[src/rtl/wb_pkg.sv]
// Shared definitions for the register-file writeback unit.
//   XLEN, REG_AW   : data width and register address width
//   wb_entry_t     : one queued register write {rd, data}
//   wb_free_slots  : slots the queue can absorb at the coming edge
package wb_pkg;

  localparam int unsigned XLEN   = 32;
  localparam int unsigned REG_AW = 5;

  typedef struct packed {
    logic [REG_AW-1:0] rd;
    logic [XLEN-1:0]   data;
  } wb_entry_t;

  // Empty slots plus the slot released by the head, which always pops when
  // the queue is non-empty. Never less than 1.
  function automatic int unsigned wb_free_slots(input int unsigned depth,
                                                input int unsigned count);
    return depth - count + ((count != 0) ? 32'd1 : 32'd0);
  endfunction

endpackage

[src/rtl/reg_writeback_unit_if.sv]
// Signal bundle of the writeback unit.
//   ALU_* / MEM_*    : two result sources (valid/ready offers)
//   RF_*             : registered register-file write port
//   PEND_*           : pending-write lookup for decode
//   COUNT            : queue occupancy
// Modports: master = sources/decode/register-file side, slave = the unit.
//
// Handshake: an offer transfers at a posedge where VALID and READY are both
// high. READY depends combinationally on the offers and on RESET; a source
// whose offer is not taken keeps it valid and unchanged until it is.
interface reg_writeback_unit_if #(parameter int unsigned DEPTH = 4);
  import wb_pkg::*;

  logic                           ALU_VALID;
  logic [REG_AW-1:0]              ALU_RD;
  logic [XLEN-1:0]                ALU_DATA;
  logic                           ALU_READY;
  logic                           MEM_VALID;
  logic [REG_AW-1:0]              MEM_RD;
  logic [XLEN-1:0]                MEM_DATA;
  logic                           MEM_READY;
  logic                           RF_WRITE;
  logic [REG_AW-1:0]              RF_ADDR;
  logic [XLEN-1:0]                RF_DATA;
  logic [REG_AW-1:0]              PEND_Q;
  logic                           PEND_HIT;
  logic [XLEN-1:0]                PEND_DATA;
  logic [$clog2(DEPTH+1)-1:0]     COUNT;

  modport master (
    output ALU_VALID, ALU_RD, ALU_DATA, MEM_VALID, MEM_RD, MEM_DATA, PEND_Q,
    input  ALU_READY, MEM_READY, RF_WRITE, RF_ADDR, RF_DATA, PEND_HIT,
           PEND_DATA, COUNT
  );

  modport slave (
    input  ALU_VALID, ALU_RD, ALU_DATA, MEM_VALID, MEM_RD, MEM_DATA, PEND_Q,
    output ALU_READY, MEM_READY, RF_WRITE, RF_ADDR, RF_DATA, PEND_HIT,
           PEND_DATA, COUNT
  );

endinterface

[src/rtl/wb_fifo.sv]
// Dual-enqueue, single-dequeue circular queue of wb_entry_t.
//   clk_i, rst_i        : clock, synchronous active-high reset
//   push0_i / ent0_i    : first (older) entry written this edge
//   push1_i / ent1_i    : second (younger) entry; only honoured with push0_i
//   pop_i               : drop the head this edge
//   head_o, count_o     : head entry and occupancy
//   ent_o, vld_o        : all storage slots and their valid bits
//   rd_ptr_o            : slot index of the oldest entry
// The caller guarantees pushes never exceed the free slots.
module wb_fifo
  import wb_pkg::*;
#(
  parameter  int unsigned DEPTH = 4,
  localparam int unsigned PW    = $clog2(DEPTH),
  localparam int unsigned CW    = $clog2(DEPTH + 1)
) (
  input  logic            clk_i,
  input  logic            rst_i,
  input  logic            push0_i,
  input  wb_entry_t       ent0_i,
  input  logic            push1_i,
  input  wb_entry_t       ent1_i,
  input  logic            pop_i,
  output wb_entry_t       head_o,
  output logic [CW-1:0]   count_o,
  output logic [PW-1:0]   rd_ptr_o,
  output wb_entry_t       ent_o [DEPTH],
  output logic [DEPTH-1:0] vld_o
);

  wb_entry_t        mem_q [DEPTH];
  logic [DEPTH-1:0] vld_q, vld_d;
  logic [PW-1:0]    wr_ptr_q, wr_ptr_d, rd_ptr_q, rd_ptr_d, wr_ptr_p1;
  logic [CW-1:0]    count_q, count_d;
  logic             push_two;

  assign wr_ptr_p1 = wr_ptr_q + PW'(1);
  assign push_two  = push0_i && push1_i;

  // Pop clears before push sets: when full, the slot being popped is the
  // one being refilled in the same edge.
  always_comb begin
    vld_d    = vld_q;
    rd_ptr_d = rd_ptr_q;
    wr_ptr_d = wr_ptr_q;
    if (pop_i) begin
      vld_d[rd_ptr_q] = 1'b0;
      rd_ptr_d        = rd_ptr_q + PW'(1);
    end
    if (push0_i) begin
      vld_d[wr_ptr_q] = 1'b1;
      wr_ptr_d        = wr_ptr_p1;
    end
    if (push_two) begin
      vld_d[wr_ptr_p1] = 1'b1;
      wr_ptr_d         = wr_ptr_q + PW'(2);
    end
    count_d = count_q - CW'(pop_i) + CW'(push0_i) + CW'(push_two);
  end

  always_ff @(posedge clk_i) begin
    if (rst_i) begin
      vld_q    <= '0;
      rd_ptr_q <= '0;
      wr_ptr_q <= '0;
      count_q  <= '0;
    end else begin
      vld_q    <= vld_d;
      rd_ptr_q <= rd_ptr_d;
      wr_ptr_q <= wr_ptr_d;
      count_q  <= count_d;
    end
  end

  // Payload storage needs no reset; the valid bits qualify it.
  always_ff @(posedge clk_i) begin
    if (push0_i)  mem_q[wr_ptr_q]  <= ent0_i;
    if (push_two) mem_q[wr_ptr_p1] <= ent1_i;
  end

  assign head_o   = mem_q[rd_ptr_q];
  assign count_o  = count_q;
  assign rd_ptr_o = rd_ptr_q;
  assign ent_o    = mem_q;
  assign vld_o    = vld_q;

endmodule

[src/rtl/reg_writeback_unit.sv]
// Write-side master for the 32x32 register file. Merges ALU and load-return
// results into an in-order queue and issues one register write per cycle.
//   CLK, RESET : clock, synchronous active-high reset
//   bus        : reg_writeback_unit_if.slave (sources, RF port, lookup, COUNT)
// Build option: WB_PEND_LOOKUP_EN enables the pending-write lookup; without
// it PEND_HIT and PEND_DATA are 0 and PEND_Q is ignored.
module reg_writeback_unit
  import wb_pkg::*;
#(
  parameter int unsigned DEPTH = 4
) (
  input  logic                  CLK,
  input  logic                  RESET,
  reg_writeback_unit_if.slave   bus
);

  localparam int unsigned PW = $clog2(DEPTH);
  localparam int unsigned CW = $clog2(DEPTH + 1);

  logic              mem_take, alu_take, alu_ready, pop;
  logic              push0, push1;
  wb_entry_t         mem_ent, alu_ent, push0_ent, head;
  logic [CW-1:0]     count;
  logic [PW-1:0]     fifo_rd_ptr;
  wb_entry_t         fifo_ent [DEPTH];
  logic [DEPTH-1:0]  fifo_vld;

  logic              rf_write_q, rf_write_d;
  logic [REG_AW-1:0] rf_addr_q, rf_addr_d;
  logic [XLEN-1:0]   rf_data_q, rf_data_d;

  assign mem_ent = '{rd: bus.MEM_RD, data: bus.MEM_DATA};
  assign alu_ent = '{rd: bus.ALU_RD, data: bus.ALU_DATA};

  // MEM is always taken. ALU is taken unless the MEM entry would use the last
  // free slot; an rd==0 offer is accepted but never occupies a slot.
  assign alu_ready = !RESET &&
                     ((wb_free_slots(DEPTH, 32'(count)) >= 32'd2) ||
                      !bus.MEM_VALID || (bus.MEM_RD == '0));
  assign mem_take  = !RESET && bus.MEM_VALID && (bus.MEM_RD != '0);
  assign alu_take  = alu_ready && bus.ALU_VALID && (bus.ALU_RD != '0);

  // MEM is ordered ahead of ALU when both enqueue in the same cycle.
  assign push0     = mem_take || alu_take;
  assign push1     = mem_take && alu_take;
  assign push0_ent = mem_take ? mem_ent : alu_ent;
  assign pop       = (count != '0);

  assign bus.MEM_READY = !RESET;
  assign bus.ALU_READY = alu_ready;
  assign bus.COUNT     = count;

  wb_fifo #(.DEPTH(DEPTH)) u_fifo (
    .clk_i    (CLK),
    .rst_i    (RESET),
    .push0_i  (push0),
    .ent0_i   (push0_ent),
    .push1_i  (push1),
    .ent1_i   (alu_ent),
    .pop_i    (pop),
    .head_o   (head),
    .count_o  (count),
    .rd_ptr_o (fifo_rd_ptr),
    .ent_o    (fifo_ent),
    .vld_o    (fifo_vld)
  );

  // The register file never back-pressures, so the head pops every cycle
  // the queue is non-empty. Address/data hold when idle.
  always_comb begin
    rf_write_d = pop;
    rf_addr_d  = rf_addr_q;
    rf_data_d  = rf_data_q;
    if (pop) begin
      rf_addr_d = head.rd;
      rf_data_d = head.data;
    end
  end

  always_ff @(posedge CLK) begin
    if (RESET) begin
      rf_write_q <= 1'b0;
      rf_addr_q  <= '0;
      rf_data_q  <= '0;
    end else begin
      rf_write_q <= rf_write_d;
      rf_addr_q  <= rf_addr_d;
      rf_data_q  <= rf_data_d;
    end
  end

  assign bus.RF_WRITE = rf_write_q;
  assign bus.RF_ADDR  = rf_addr_q;
  assign bus.RF_DATA  = rf_data_q;

`ifdef WB_PEND_LOOKUP_EN
  logic            pend_hit;
  logic [XLEN-1:0] pend_data;
  logic [PW-1:0]   look_idx;

  // Scan oldest to youngest (RF output register first, then the queue from
  // the head) so the last match is the youngest value.
  always_comb begin
    pend_hit  = 1'b0;
    pend_data = '0;
    look_idx  = '0;
    if (bus.PEND_Q != '0) begin
      if (rf_write_q && (rf_addr_q == bus.PEND_Q)) begin
        pend_hit  = 1'b1;
        pend_data = rf_data_q;
      end
      for (int k = 0; k < int'(DEPTH); k++) begin
        look_idx = fifo_rd_ptr + PW'(k);
        if (fifo_vld[look_idx] && (fifo_ent[look_idx].rd == bus.PEND_Q)) begin
          pend_hit  = 1'b1;
          pend_data = fifo_ent[look_idx].data;
        end
      end
    end
  end

  assign bus.PEND_HIT  = pend_hit;
  assign bus.PEND_DATA = pend_data;
`else
  logic unused_lookup;

  always_comb begin
    unused_lookup = (^bus.PEND_Q) ^ (^fifo_rd_ptr) ^ (^fifo_vld);
    for (int k = 0; k < int'(DEPTH); k++) begin
      unused_lookup = unused_lookup ^ (^fifo_ent[k]);
    end
  end

  assign bus.PEND_HIT  = 1'b0;
  assign bus.PEND_DATA = '0;
`endif

endmodule

[src/flat_wrapper.sv]
// flat-port wrapper written by rule: the top's interface ports become plain ports
module reg_writeback_unit_flat import wb_pkg::*;
#(
  parameter int unsigned DEPTH = 4
)
  (CLK, RESET, bus_ALU_VALID, bus_ALU_RD, bus_ALU_DATA, bus_MEM_VALID, bus_MEM_RD, bus_MEM_DATA, bus_PEND_Q, bus_ALU_READY, bus_MEM_READY, bus_RF_WRITE, bus_RF_ADDR, bus_RF_DATA, bus_PEND_HIT, bus_PEND_DATA, bus_COUNT);
  reg_writeback_unit_if #(.DEPTH(DEPTH)) bus_i ();
  input  logic CLK;
  input  logic RESET;
  input wire logic [$bits(bus_i.ALU_VALID)-1:0] bus_ALU_VALID;
  input wire logic [$bits(bus_i.ALU_RD)-1:0] bus_ALU_RD;
  input wire logic [$bits(bus_i.ALU_DATA)-1:0] bus_ALU_DATA;
  input wire logic [$bits(bus_i.MEM_VALID)-1:0] bus_MEM_VALID;
  input wire logic [$bits(bus_i.MEM_RD)-1:0] bus_MEM_RD;
  input wire logic [$bits(bus_i.MEM_DATA)-1:0] bus_MEM_DATA;
  input wire logic [$bits(bus_i.PEND_Q)-1:0] bus_PEND_Q;
  output wire logic [$bits(bus_i.ALU_READY)-1:0] bus_ALU_READY;
  output wire logic [$bits(bus_i.MEM_READY)-1:0] bus_MEM_READY;
  output wire logic [$bits(bus_i.RF_WRITE)-1:0] bus_RF_WRITE;
  output wire logic [$bits(bus_i.RF_ADDR)-1:0] bus_RF_ADDR;
  output wire logic [$bits(bus_i.RF_DATA)-1:0] bus_RF_DATA;
  output wire logic [$bits(bus_i.PEND_HIT)-1:0] bus_PEND_HIT;
  output wire logic [$bits(bus_i.PEND_DATA)-1:0] bus_PEND_DATA;
  output wire logic [$bits(bus_i.COUNT)-1:0] bus_COUNT;
  assign bus_i.ALU_VALID = bus_ALU_VALID;
  assign bus_i.ALU_RD = bus_ALU_RD;
  assign bus_i.ALU_DATA = bus_ALU_DATA;
  assign bus_i.MEM_VALID = bus_MEM_VALID;
  assign bus_i.MEM_RD = bus_MEM_RD;
  assign bus_i.MEM_DATA = bus_MEM_DATA;
  assign bus_i.PEND_Q = bus_PEND_Q;
  assign bus_ALU_READY = bus_i.ALU_READY;
  assign bus_MEM_READY = bus_i.MEM_READY;
  assign bus_RF_WRITE = bus_i.RF_WRITE;
  assign bus_RF_ADDR = bus_i.RF_ADDR;
  assign bus_RF_DATA = bus_i.RF_DATA;
  assign bus_PEND_HIT = bus_i.PEND_HIT;
  assign bus_PEND_DATA = bus_i.PEND_DATA;
  assign bus_COUNT = bus_i.COUNT;
  reg_writeback_unit #(.DEPTH(DEPTH)) u_core (.CLK(CLK), .RESET(RESET), .bus(bus_i));
endmodule
[config.mk]
export PLATFORM = sky130hd
export DESIGN_NAME = reg_writeback_unit_flat
export DESIGN_NICKNAME = d
export VERILOG_FILES = /design/src/rtl/wb_pkg.sv /design/src/rtl/reg_writeback_unit_if.sv /design/src/rtl/wb_fifo.sv /design/src/rtl/reg_writeback_unit.sv /design/src/flat_wrapper.sv
export SDC_FILE = /design/constraint.sdc
export NUM_CORES = 1
export LEC_CHECK = 0
export CORE_UTILIZATION = 55
export DETAILED_ROUTE_END_ITERATION = 12
export HOLD_SLACK_MARGIN = 0.1
export MAX_ROUTING_LAYER = met4
export PLACE_DENSITY = 0.9
export SETUP_SLACK_MARGIN = 0.5
export SYNTH_ARGS = -nofsm -noshare
export SYNTH_HDL_FRONTEND = slang
export SYNTH_SLANG_ARGS = --single-unit
[constraint.sdc]
create_clock -name CLK -period 14 [get_ports CLK]
set_clock_uncertainty 0.2 [all_clocks]
set_input_delay 2.8 -clock CLK [delete_from_list [all_inputs] [get_ports CLK]]
set_output_delay 2.8 -clock CLK [all_outputs]
set_load 0.02 [all_outputs]
==> impl_metrics.env <==
export IMPL_place_gp_congestion=0.806
export IMPL_final_nets=1069
export IMPL_finalHoldViolations=0
export IMPL_cts_max_path_buffers=2
export IMPL_cts_inserted_buffers=17
export IMPL_grt_max_degree=51
export IMPL_fillers=1118
export IMPL_die_x_um=128
export IMPL_dieHeight_um=128
export IMPL_cts_tree="done"
export IMPL_num_antenna_cells=0
export IMPL_grt_setup_unrepaired="no"
export IMPL_worstSetupPathType="in2out"
export IMPL_outcome="finished, final reports clean"
export IMPL_crit_required_ps=11000
export IMPL_report_final_setup_viol=0
export IMPL_ir_worst_vdd_uv=123
export IMPL_startpoint="bus_MEM_RD[1]"
export IMPL_p_leak_nw=3.97
export IMPL_worstSkewPairLatency_ps=440
export IMPL_initial_core_util_pct=57.0
export IMPL_rr_startpoint="u_core.u_fifo.count_o[0]$_SDFF_PP0_"
export IMPL_first_pass_iters=5
export IMPL_seq_area_sq_mm=0.00387
export IMPL_period_share_pct=57.8
export IMPL_fmax_ghz=0.124
export IMPL_drt_initial_drc_count=773
export IMPL_cts_root_buf="clkbuf_16"
export IMPL_rows=45
export IMPL_syn_to_final_growth_pct=19.9
export IMPL_start_kind="primary input"
export IMPL_overflow=0
export IMPL_hold_buffers=0
export IMPL_seq_area_frac_synth_pct=43.9
export IMPL_powerDensity_mw_per_mm2=214
export IMPL_grt_total_usage_pct=30.6
export IMPL_cp_max_fo=6
export IMPL_cp_arrival_ps=5090
export IMPL_grt_pass1_wl_mm=37.8
export IMPL_cap_viol_max_count=0
export IMPL_wl_mm=23.7
export IMPL_ios=159
export IMPL_ant_nets=0
export IMPL_cts_setup_buffers=0
export IMPL_dp_hpwl_mm=13.8
export IMPL_drive_above_1_share_pct=9.97
export IMPL_critPathCaptureType="output port"
export IMPL_die_area_sq_mm=0.0165
export IMPL_synth_seq_cells=193
export IMPL_hold_ws_ps=260
export IMPL_grt_pass1_vias=7345
export IMPL_hold_start="u_core.bus.RF_DATA[4]$_SDFFE_PP0N_"
export IMPL_period_minus_slack_ps=8090
export IMPL_num_vias=7448
export IMPL_relSlewSlack_pct=18.5
export IMPL_antenna_found_initial=0
export IMPL_vias_per_cell=6.29
export IMPL_syn_inst=878
export IMPL_core_area_sq_mm=0.0154
export IMPL_ys_warn_count=0
export IMPL_netlist_area_sq_mm=0.00880
export IMPL_finalSetupTns_ps=0
export IMPL_clock_sinks=193
export IMPL_drt_wirelength_per_cell_um=20.0
export IMPL_multiInputGateArea_sq_mm=0.00450
export IMPL_maxSlewViolCount=0
export IMPL_clkTransAtPathRegs_ps=60
export IMPL_hold_path_class="reg2reg"
export IMPL_port_buffers=120
export IMPL_drc_errors=0
export IMPL_tightest_slew_ps=1220
export IMPL_ys_types=32
export IMPL_synth_avg_cell_area_sq_um=10.0
export IMPL_cts_resized=0
export IMPL_ctsHtreeMaxLevel=4
-- metal layers --
| layer | up-vias | wire [um] | track usage [%] |
|---|---|---|---|
| li1 | 3345 | - | - |
| met2 | 468 | 11500 | 49.1 |
| met1 | 3564 | 9310 | 37.4 |
| met5 | - | 0 | - |
| met4 | 0 | 764 | 15.8 |
| met3 | 71 | 2110 | 4.53 |
-- final cells by class --
| type | count | share of cell area, % |
|---|---|---|
| clock buffer | 22 | 4.49 |
| clock inverter | 10 | 1.19 |
| inverter | 12 | 0.427 |
| multi-input combinational | 605 | 42.6 |
| sequential | 193 | 36.6 |
| tap | 211 | 2.50 |
| timing repair buffer | 131 | 12.1 |
-- cells by family (layout without fill, tap and decap cells) --
group | count (synthesis) | in the layout | share of synthesized area, %
buffers and inverters | 112 | 175 | 7.42
multiplexers | 37 | 37 | 9.47
AND/OR/NAND/NOR | 301 | 301 | 13.5
XOR/XNOR | 4 | 4 | 0.398
flip-flops | 193 | 193 | 43.9
other | 1 | 33 | 0.0426
AO/OA/AOI/OAI | 204 | 204 | 21.4
adder cells (fa/ha/maj) | 26 | 26 | 3.87
-- worst max-delay path, stage by stage --
cell and delay [ps]:
clkdlybuf4s50_1 410, or4_1 760, o21ai_0 270, nor4_1 120, nor2_1 110, clkdlybuf4s50_1 610
-- cell usage after synthesis, drive strengths merged --
master | n | share of area, %
dfxtp | 193 | 44
nor2 | 159 | 6.8
a221o | 148 | 17
nand2 | 120 | 5.1
buf | 64 | 5.4
a21oi | 43 | 2.4
mux4 | 37 | 9.5
clkbuf | 36 | 1.5
ha | 24 | 3.4
inv | 12 | 0.51
nor2b | 7 | 0.50
a31oi | 4 | 0.97
nor3 | 4 | 0.23
o2111ai | 4 | 0.68
xnor2 | 3 | 0.30
fa | 2 | 0.45
nand3b | 2 | 0.17
nand4 | 2 | 0.14
nor4 | 2 | 0.14
o21ai | 2 | 0.11
or4 | 2 | 0.17
a211o | 1 | 0.10
a221oi | 1 | 0.10
conb | 1 | 0.043
nand2b | 1 | 0.071
o21a | 1 | 0.17
or3 | 1 | 0.071
or3b | 1 | 0.10
xor2 | 1 | 0.10
-- where the power goes --
part | switching [W] | internal [W]
clock | 0.000214 | 0.000279
sequential | 0.000158 | 0.000779
combinational | 0.000372 | 0.000453
total | 0.000745 | 0.00151
-- sequential cells by signal, summed over array words and instances (netlist names) --
name and flops:
u_core.u_fifo.ent_o 148, u_core.bus.RF_DATA 32, u_core.bus.RF_ADDR 5, u_core.u_fifo.count_o 3, u_core.u_fifo.rd_ptr_o 2, u_core.u_fifo.wr_ptr_q 2
u_core.bus.RF_WRITE 1
-- placed cells by master (no fill, tap or decap), types with 2 or more instances in the layout --
| master | n |
|---|---|
| a221o_1 | 148 |
| dfxtp_2 | 2 |
| ha_1 | 23 |
| dfxtp_1 | 191 |
| nor2_1 | 159 |
| nor2b_1 | 7 |
| buf_4 | 11 |
| clkinv_4 | 2 |
| inv_1 | 11 |
| nand2_1 | 120 |
| clkbuf_16 | 17 |
| nand4_1 | 2 |
| nor4_1 | 2 |
| clkdlybuf4s50_1 | 119 |
| bufinv_16 | 2 |
| clkbuf_1 | 2 |
| o21ai_0 | 2 |
| mux4_2 | 37 |
| clkinvlp_4 | 3 |
| xnor2_1 | 3 |
| nand3b_1 | 2 |
| a31oi_4 | 4 |
| nor3_1 | 4 |
| a21oi_4 | 4 |
| o2111ai_4 | 4 |
| conb_1 | 33 |
| a21oi_1 | 39 |
| or4_1 | 2 |
| clkbuf_8 | 3 |
| fa_1 | 2 |
-- worst paths after layout --
check | endpoint | slack, ps | cells past startpoint
worst max-delay path | bus_ALU_READY | 5910 | 6
worst min-delay path | u_core.bus.RF_DATA[4]$_SDFFE_PP0N_ | 260 | 2
worst max register to register | u_core.u_fifo.ent_o[89]$_DFF_P_ | 8450 | 18
worst min register to register | u_core.bus.RF_DATA[4]$_SDFFE_PP0N_ | 260 | 2
-- stage by stage --
stage | setup WS, ps | area (sq um) | instances | util [%] | power [W]
2_1_floorplan | 7020 | 8920 | 910 | - | 0.00149
3_3_place_gp | 5960 | 9950 | 1152 | 64.5 | 0.00172
3_5_place_dp | 5910 | 9950 | 1152 | 64.5 | 0.00176
4_1_cts | 5900 | 10600 | 1184 | 68.4 | 0.00225
5_1_grt | 5760 | 10600 | 1184 | 68.4 | 0.00237
6_report | 5910 | 10600 | 1184 | 68.4 | 0.00226
No activity file was read; power rests on OpenSTA's default activity.
